## src/rtl/alu_pkg.sv

```systemverilog
// Shared types and constants for the ALU command sequencer and its testbench.
package alu_pkg;

  typedef enum logic [2:0] {
    ST_WAIT_A  = 3'd0,
    ST_WAIT_B  = 3'd1,
    ST_WAIT_OP = 3'd2,
    ST_CAPTURE = 3'd3,
    ST_SHOW    = 3'd4
  } state_t;

  localparam logic [1:0] OP_SUB = 2'b00;
  localparam logic [1:0] OP_ADD = 2'b01;
  localparam logic [1:0] OP_OR  = 2'b10;
  localparam logic [1:0] OP_AND = 2'b11;

  localparam int FLG_N = 4;
  localparam int FLG_Z = 3;
  localparam int FLG_C = 2;
  localparam int FLG_V = 1;
  localparam int FLG_P = 0;

  // Display phase code; CAPTURE and SHOW share the same code.
  function automatic logic [1:0] state_code(input state_t s);
    case (s)
      ST_WAIT_A:  return 2'd0;
      ST_WAIT_B:  return 2'd1;
      ST_WAIT_OP: return 2'd2;
      default:    return 2'd3;
    endcase
  endfunction

endpackage

```

## src/rtl/rise_edge_pulse.sv

```systemverilog
// One-cycle pulse on each 0->1 transition of a debounced level input.
module rise_edge_pulse (
  input  logic clk,
  input  logic reset,
  input  logic btn,
  output logic pulse
);

  logic hist_q, hist_d;
  logic armed_q, armed_d;

  always_comb begin
    hist_d  = btn;
    armed_d = 1'b1;
  end

  always_ff @(posedge clk) begin
    if (reset) begin
      hist_q  <= 1'b0;
      armed_q <= 1'b0;
    end else begin
      hist_q  <= hist_d;
      armed_q <= armed_d;
    end
  end

  // armed_q blocks a spurious pulse when the button is already held as reset releases.
  assign pulse = btn & ~hist_q & armed_q;

endmodule

```

## src/rtl/alu_cmd_sequencer.sv

```systemverilog
// Collects operand A, operand B and opcode from button entries, drives an external
// ALU and captures its result and flags.
module alu_cmd_sequencer
  import alu_pkg::*;
#(
  parameter int M = 7
) (
  input  logic         clk,
  input  logic         reset,
  input  logic [M-1:0] data_in,
  input  logic         enter,
  input  logic         undo,
  output logic [M-1:0] alu_a,
  output logic [M-1:0] alu_b,
  output logic [1:0]   alu_opcode,
  input  logic [M-1:0] alu_result,
  input  logic [4:0]   alu_flags,
  output logic [M-1:0] result_out,
  output logic [4:0]   flags_out,
  output logic         valid,
  output logic [1:0]   state_out
);

  logic enter_p, undo_p;
  logic ent_go, und_go;

  state_t      state_q, state_d;
  logic [M-1:0] alu_a_q, alu_a_d;
  logic [M-1:0] alu_b_q, alu_b_d;
  logic [1:0]   alu_opcode_q, alu_opcode_d;
  logic [M-1:0] result_out_q, result_out_d;
  logic [4:0]   flags_out_q, flags_out_d;
  logic         valid_q, valid_d;

  rise_edge_pulse u_enter_edge (
    .clk   (clk),
    .reset (reset),
    .btn   (enter),
    .pulse (enter_p)
  );

  rise_edge_pulse u_undo_edge (
    .clk   (clk),
    .reset (reset),
    .btn   (undo),
    .pulse (undo_p)
  );

  // Simultaneous enter and undo cancel each other.
  assign ent_go = enter_p & ~undo_p;
  assign und_go = undo_p & ~enter_p;

  always_ff @(posedge clk) begin
    if (reset) begin
      state_q      <= ST_WAIT_A;
      alu_a_q      <= '0;
      alu_b_q      <= '0;
      alu_opcode_q <= OP_SUB;
      result_out_q <= '0;
      flags_out_q  <= '0;
      valid_q      <= 1'b0;
    end else begin
      state_q      <= state_d;
      alu_a_q      <= alu_a_d;
      alu_b_q      <= alu_b_d;
      alu_opcode_q <= alu_opcode_d;
      result_out_q <= result_out_d;
      flags_out_q  <= flags_out_d;
      valid_q      <= valid_d;
    end
  end

  always_comb begin
    state_d = state_q;
    case (state_q)
      ST_WAIT_A: begin
        if (ent_go) state_d = ST_WAIT_B;
      end
      ST_WAIT_B: begin
        if (ent_go)      state_d = ST_WAIT_OP;
        else if (und_go) state_d = ST_WAIT_A;
      end
      ST_WAIT_OP: begin
        if (ent_go)      state_d = ST_CAPTURE;
        else if (und_go) state_d = ST_WAIT_B;
      end
      ST_CAPTURE: state_d = ST_SHOW;
      ST_SHOW: begin
        if (ent_go)      state_d = ST_WAIT_A;
        else if (und_go) state_d = ST_WAIT_OP;
      end
      default: state_d = ST_WAIT_A;
    endcase
  end

  always_comb begin
    alu_a_d      = alu_a_q;
    alu_b_d      = alu_b_q;
    alu_opcode_d = alu_opcode_q;
    result_out_d = result_out_q;
    flags_out_d  = flags_out_q;
    valid_d      = valid_q;
    case (state_q)
      ST_WAIT_A:  if (ent_go) alu_a_d = data_in;
      ST_WAIT_B:  if (ent_go) alu_b_d = data_in;
      ST_WAIT_OP: if (ent_go) alu_opcode_d = data_in[1:0];
      ST_CAPTURE: begin
        result_out_d = alu_result;
        flags_out_d  = alu_flags;
        valid_d      = 1'b1;
      end
      ST_SHOW:    if (ent_go || und_go) valid_d = 1'b0;
      default:    valid_d = 1'b0;
    endcase
  end

  assign alu_a      = alu_a_q;
  assign alu_b      = alu_b_q;
  assign alu_opcode = alu_opcode_q;
  assign result_out = result_out_q;
  assign flags_out  = flags_out_q;
  assign valid      = valid_q;
  assign state_out  = state_code(state_q);

endmodule

```

## config.mk

```make
export PLATFORM = sky130hd
export DESIGN_NAME = alu_cmd_sequencer
export DESIGN_NICKNAME = d
export VERILOG_FILES = /design/src/rtl/alu_pkg.sv /design/src/rtl/rise_edge_pulse.sv /design/src/rtl/alu_cmd_sequencer.sv
export SDC_FILE = /design/constraint.sdc
export NUM_CORES = 1
export LEC_CHECK = 0
export CORE_AREA = 2 2 67 53
export CTS_BUF_LIST = sky130_fd_sc_hd__clkbuf_16
export CTS_CLUSTER_SIZE = 8
export DETAILED_ROUTE_END_ITERATION = 10
export DIE_AREA = 0 0 69 55
export MAX_ROUTING_LAYER = met4
export PLACE_DENSITY_LB_ADDON = 0.2
export SETUP_SLACK_MARGIN = 0.1
export SYNTH_ARGS = -nofsm -noshare
export SYNTH_HDL_FRONTEND = slang
export SYNTH_SLANG_ARGS = --single-unit
```

## constraint.sdc

```tcl
create_clock -name clk -period 3.9 [get_ports clk]
set_clock_uncertainty 0.1 [all_clocks]
set_input_delay 0.39 -clock clk [delete_from_list [all_inputs] [get_ports clk]]
set_output_delay 0.39 -clock clk [all_outputs]
set_load 0.02 [all_outputs]
```

==> results.yml, run 1 <==
global_route:
  gr-total-overflow: 0
  track_usage_pct: 17.58
  antenna_found_initial: 0
  grt_max_degree: 36
  grt_pass1_wl_mm: 4.974
  grt_pass1_vias: 1070
logic_synthesis:
  synthTopCellsByCount: "dfxtp_1 (35), nand2_1 (27), nor2_1 (19)"
  synth_top_area_share_pct: 50.13
  syn-instance-count: 145
  ys_seq_elements: 35
  synth_area_leaders: "dfxtp_1 (50%), mux2i_1 (11%), nand2_1 (7.3%)"
  synth.cell_area_mm2: 0.001398
  synth_top_family_by_area: "simple AND/OR/NAND/NOR gates"
  syn_nets: 170
  synth_compound_area_share_pct: 6.356
  synth.most_common_cell: "dfxtp_1"
  synth_area_leader_cell: "dfxtp_1"
  synth-simple-area-share_pct: 22.56
  synth_edf_count: 0
  synthMuxAreaShare_pct: 12.26
  synth_adder_area_share_pct: 1.791
  synth_cell_type_count: 26
  synth_ff_type: "dfxtp_1"
  yosysSeqAreaShare_pct: 50.13
  ys_async_sr_fraction_pct: 0
  ys_warn_count: 0
  syn_area_per_cell_um2: 9.639
  synth_xor_xnor_area_share_pct: 0
detailed_routing:
  vias: 1138
  wl_mm: 3.104
  drc_errors: 0
  drtIter0Drc: 63
  wl_per_cell_um: 13.21
  avgViaCountPerCell: 4.843
  drt_pre_antenna_iters: 4
  ant_nets: 0
worst_setup_path:
  path_max_fanout: 7
  critPathKind: "in -> reg"
  critPathLaunchType: "input port"
  critPathRequiredTime_ns: 3.89
  crit_arrival_ns: 2.14
  endpoint_kind: "flop"
die:
  fp-row-count: 18
  coreArea_mm2: 0.003153
  die_y_um: 55
  initial_core_util_pct: 44.33
  die-area_mm2: 0.003795
  die_w_um: 69
  pin_count: 54
cts:
  clock-sinks: 35
  cts_setup_buffers: 0
  cts_root_buf: "clkbuf_16"
  cts_tree: "yes"
  cts_resized: 0
  insertion_delay_ns: 0.27
  ctsLongestPathBuffers: 2
  ctsHoldBuffers: 0
  numCtsBuffers: 5
  htreeDepth: 2
  clkTransAtPathRegs_ns: 0.05
finish:
  antennaDiodeCount: 0
  area_growth_pct: 48.70
  nets: 219
  fin_area_mm2: 0.002078
  fin_util_pct: 65.91
  final_cells: 235
  drive_gt1_share_pct: 8.205
timing:
  finalHoldViolations: 0
  grt_setup_unrepaired: "no"
  tightest_slew_ns: 1.260
  layout_setup_ws_ns: 1.745
  drv_slew: 0
  slew_headroom_pct: 15.72
  setup-tns-final_ns: 0
  fin_crit_ns: 2.155
  period_share_pct: 55.26
  max_clock_freq_mhz: 464.0
  whs_ns: 0.3547
  setup_viol: 0
run_status:
  status: "completed"
power:
  total_power_uw: 937.3
  combPwrFrac_pct: 7.3
  p_leak_nw: 0.7748
  clkPwrFrac_pct: 53.1
  switching_share_pct: 18.10
  vdd_ir_drop_max_mv: 0.3182
  p_int_uw: 767.6
  power_frac_seq_pct: 39.5
  p_sw_uw: 169.6
  powerDensity_mw_per_mm2: 451.0
placement:
  portBuffers: 53
  dp_worst_setup_slack_ns: 1.468
  place_area_mm2: 0.001889
  post-dp-hpwl_mm: 2.123
  dp_cells: 227
  place.gp.congestion: 0.7998
hold_path:
  hold_path_class: "reg -> reg"
job:
  cap_violations: 0
-- placed cells by master (no fill, tap or decap) --
cell type,n
nor2b_1,2
a21oi_1,14
and3b_2,1
o21ai_0,1
nand2_1,27
nor4b_4,1
nand3b_4,1
nor2_1,19
nor4b_1,1
nand3_1,1
and4bb_2,2
or2_2,3
inv_1,3
clkbuf_16,5
o31ai_1,1
mux2i_1,16
dfxtp_1,35
nor3_1,1
ha_1,2
mux2_2,1
clkdlybuf4s50_1,53
nand3b_1,1
bufinv_16,2
nor4_1,1
a31oi_1,1
-- final cells by class --
cell class	count	area [um2]
Tap cell	40	50.05
Multi-Input combinational cell	97	600.6
Timing Repair Buffer	53	530.5
Sequential cell	35	700.7
Inverter	2	7.507
Fill cell	252	1075
Clock inverter	3	63.81
Clock buffer	5	125.1
-- power by group through the flow --
stage	Sequential (mW)	Combinational, mW	Clock, mW
finish	0.370	0.0687	0.498
global route	0.371	0.0742	0.525
CTS	0.370	0.0691	0.507
detailed placement	0.378	0.0686	0
global placement	0.377	0.0672	0
floorplan	0.380	0.0317	0
-- routing by layer --
layer	share of wire (%)	vias to the layer above	track usage [%]
met1	46	524	20.51
met5	0	-	-
met4	1.7	0	7.843
li1	-	579	-
met2	47	28	27.88
met3	5.6	7	6.522
-- state kept, by name, indices dropped and copies added, names as in the netlist --
| register | cells |
|---|---|
| flags_out | 5 |
| alu_opcode | 2 |
| result_out | 7 |
| u_enter_edge.hist_q | 1 |
| state_q | 3 |
| alu_a | 7 |
| valid | 1 |
| u_undo_edge.armed_q | 1 |
| alu_b | 7 |
| u_undo_edge.hist_q | 1 |
-- cell families after synthesis --
| group | count (synthesis) |
|---|---|
| AOI/OAI and AO/OA | 17 |
| muxes | 17 |
| and+or+nand+nor | 61 |
| adders and majority gates | 2 |
| DFF | 35 |
| buffers and inverters | 13 |
-- worst max-delay path: stages --
cell,delay (ns)
clkdlybuf4s50_1,0.47
nand2_1,0.05
nor2_1,0.13
ha_1,0.21
nor4b_4,0.55
mux2i_1,0.26
nor2_1,0.08
-- worst paths after layout --
check                                    startpoint           end  slack [ns]  cells after the start
worst max-delay path                          enter      alu_a[4]        1.74                      7
worst max register to register  u_undo_edge.armed_q      alu_a[4]        1.99                      6
worst min-delay path                   flags_out[3]  flags_out[3]        0.35                      2
worst min register to register         flags_out[3]  flags_out[3]        0.35                      2
Note: power is estimated with default switching activity, not from simulation.
==> run 2: changes to the inputs <==
--- a/config.mk
+++ b/config.mk
@@ -5,11 +5,11 @@
 export SDC_FILE = /design/constraint.sdc
 export NUM_CORES = 1
 export LEC_CHECK = 0
-export CORE_AREA = 2 2 67 53
+export CORE_AREA = 2 2 69 55
 export CTS_BUF_LIST = sky130_fd_sc_hd__clkbuf_16
 export CTS_CLUSTER_SIZE = 8
 export DETAILED_ROUTE_END_ITERATION = 10
-export DIE_AREA = 0 0 69 55
+export DIE_AREA = 0 0 71 57
 export MAX_ROUTING_LAYER = met4
 export PLACE_DENSITY_LB_ADDON = 0.2
 export SETUP_SLACK_MARGIN = 0.1
==> constraint.sdc (replaced) <==
create_clock -name clk -period 2.2 [get_ports clk]
set_clock_uncertainty 0.1 [all_clocks]
set_input_delay 0.22 -clock clk [delete_from_list [all_inputs] [get_ports clk]]
set_output_delay 0.22 -clock clk [all_outputs]
set_load 0.02 [all_outputs]
==> results.yml, run 2 (same netlist as run 1, synthesis figures left out) <==
run_status:
  status: "completed"
detailed_routing:
  wl_per_cell_um: 13.61
  drtIter0Drc: 61
  drc_errors: 0
  ant_nets: 0
  vias: 1152
  wl_mm: 3.238
  avgViaCountPerCell: 4.840
  drt_pre_antenna_iters: 4
timing:
  finalHoldViolations: 0
  grt_setup_unrepaired: "no"
  period_share_pct: 89.17
  setup-tns-final_ns: 0
  max_clock_freq_mhz: 509.8
  tightest_slew_ns: 0.5880
  drv_slew: 0
  setup_viol: 0
  fin_crit_ns: 1.962
  slew_headroom_pct: 60.68
cts:
  htreeDepth: 2
  ctsHoldBuffers: 0
  clkTransAtPathRegs_ns: 0.05
  cts_setup_buffers: 0
  numCtsBuffers: 5
  cts_resized: 0
  clock-sinks: 35
  cts_root_buf: "clkbuf_16"
  ctsLongestPathBuffers: 2
  cts_tree: "yes"
  insertion_delay_ns: 0.28
worst_setup_path:
  path_max_fanout: 11
  crit_arrival_ns: 1.64
  critPathKind: "reg -> out"
  critPathRequiredTime_ns: 1.88
  critPathLaunchType: "flop"
  endpoint_kind: "output pin"
die:
  fp-row-count: 19
  initial_core_util_pct: 40.54
  coreArea_mm2: 0.003447
  die_y_um: 57
  pin_count: 54
  die_w_um: 71
  die-area_mm2: 0.004047
hold_path:
  hold_path_class: "reg -> reg"
power:
  p_leak_nw: 0.7567
  total_power_mw: 1.428
  vdd_ir_drop_max_mv: 0.4775
  powerDensity_mw_per_mm2: 699.5
global_route:
  track_usage_pct: 17.74
  gr-total-overflow: 0
  grt_max_degree: 21
  grt_pass1_vias: 1192
  antenna_found_initial: 0
  grt_pass1_wl_mm: 5.361
finish:
  area_growth_pct: 46.02
  antennaDiodeCount: 0
  final_common_cell: "clkdlybuf4s50_1"
  nets: 221
  final_cell_mix: "clkdlybuf4s50_1 (53), dfxtp_1 (35), nand2_1 (27), nor2_1 (19), mux2i_1 (16)"
  drive_gt1_share_pct: 8.673
placement:
  post-dp-hpwl_mm: 2.347
  portBuffers: 53
  place.gp.congestion: 0.7604
job:
  cap_violations: 0
==> run 2: path summary, 6_finish.rpt <==
check        slack, ns       endpoint                start  cells after the start
max               0.24   state_out[1]           state_q[1]                      2
min               0.36  result_out[1]        result_out[1]                      2
max reg2reg       0.49       alu_b[6]  u_undo_edge.armed_q                      6
min reg2reg       0.36  result_out[1]        result_out[1]                      2
==> run 2: per-layer routing <==
metal	global-route usage (%)	wire length, um	vias up	part of all wire [%]
met5	-	0	-	0
met4	6.199	65	0	2.0
met3	7.244	163	8	5.0
met2	28.57	1609	35	50
met1	20.07	1400	530	43
li1	-	-	579	-
==> run 2: metrics by stage <==
| stage | cells | instance area (um2) | setup WS, ns | hold WS, ns | util [%] |
|---|---|---|---|---|---|
| 4_1_cts | 238 | 2041 | 0.2328 | 0.3581 | 59.20 |
| 5_1_grt | 238 | 2041 | 0.1870 | 0.3789 | 59.20 |
| 2_1_floorplan | 145 | 1398 | 0.6929 | 0.2482 | - |
| 6_report | 238 | 2041 | 0.2383 | 0.3557 | 59.20 |
| 3_5_place_dp | 231 | 1907 | 0.1241 | 0.3509 | 55.32 |
| 3_3_place_gp | 231 | 1907 | 0.2011 | 0.3419 | 55.32 |
==> run 2: final cells by class <==
cell class	instances	area (um2)
clock inverter	2	8.758
fill	282	1406
tap	42	52.55
multi-input combinational	97	600.6
clock buffer	5	125.1
sequential	35	700.7
timing repair buffer	55	545.5
inverter	2	7.507
==> run 2: critical path: stages, from the launching register on <==
cell,delay [ns]
dfxtp_1,0.59
or2_2,0.19
clkdlybuf4s50_1,0.59
==> run 2: report_power, final <==
part | switching (mW) | internal, mW | total (mW) | leakage [nW]
Clock | 0.239 | 0.406 | 0.644 | 0.0671
Combinational | 0.0538 | 0.0725 | 0.126 | 0.406
Sequential | 0.0101 | 0.647 | 0.657 | 0.284
Total | 0.303 | 1.12 | 1.43 | 0.757
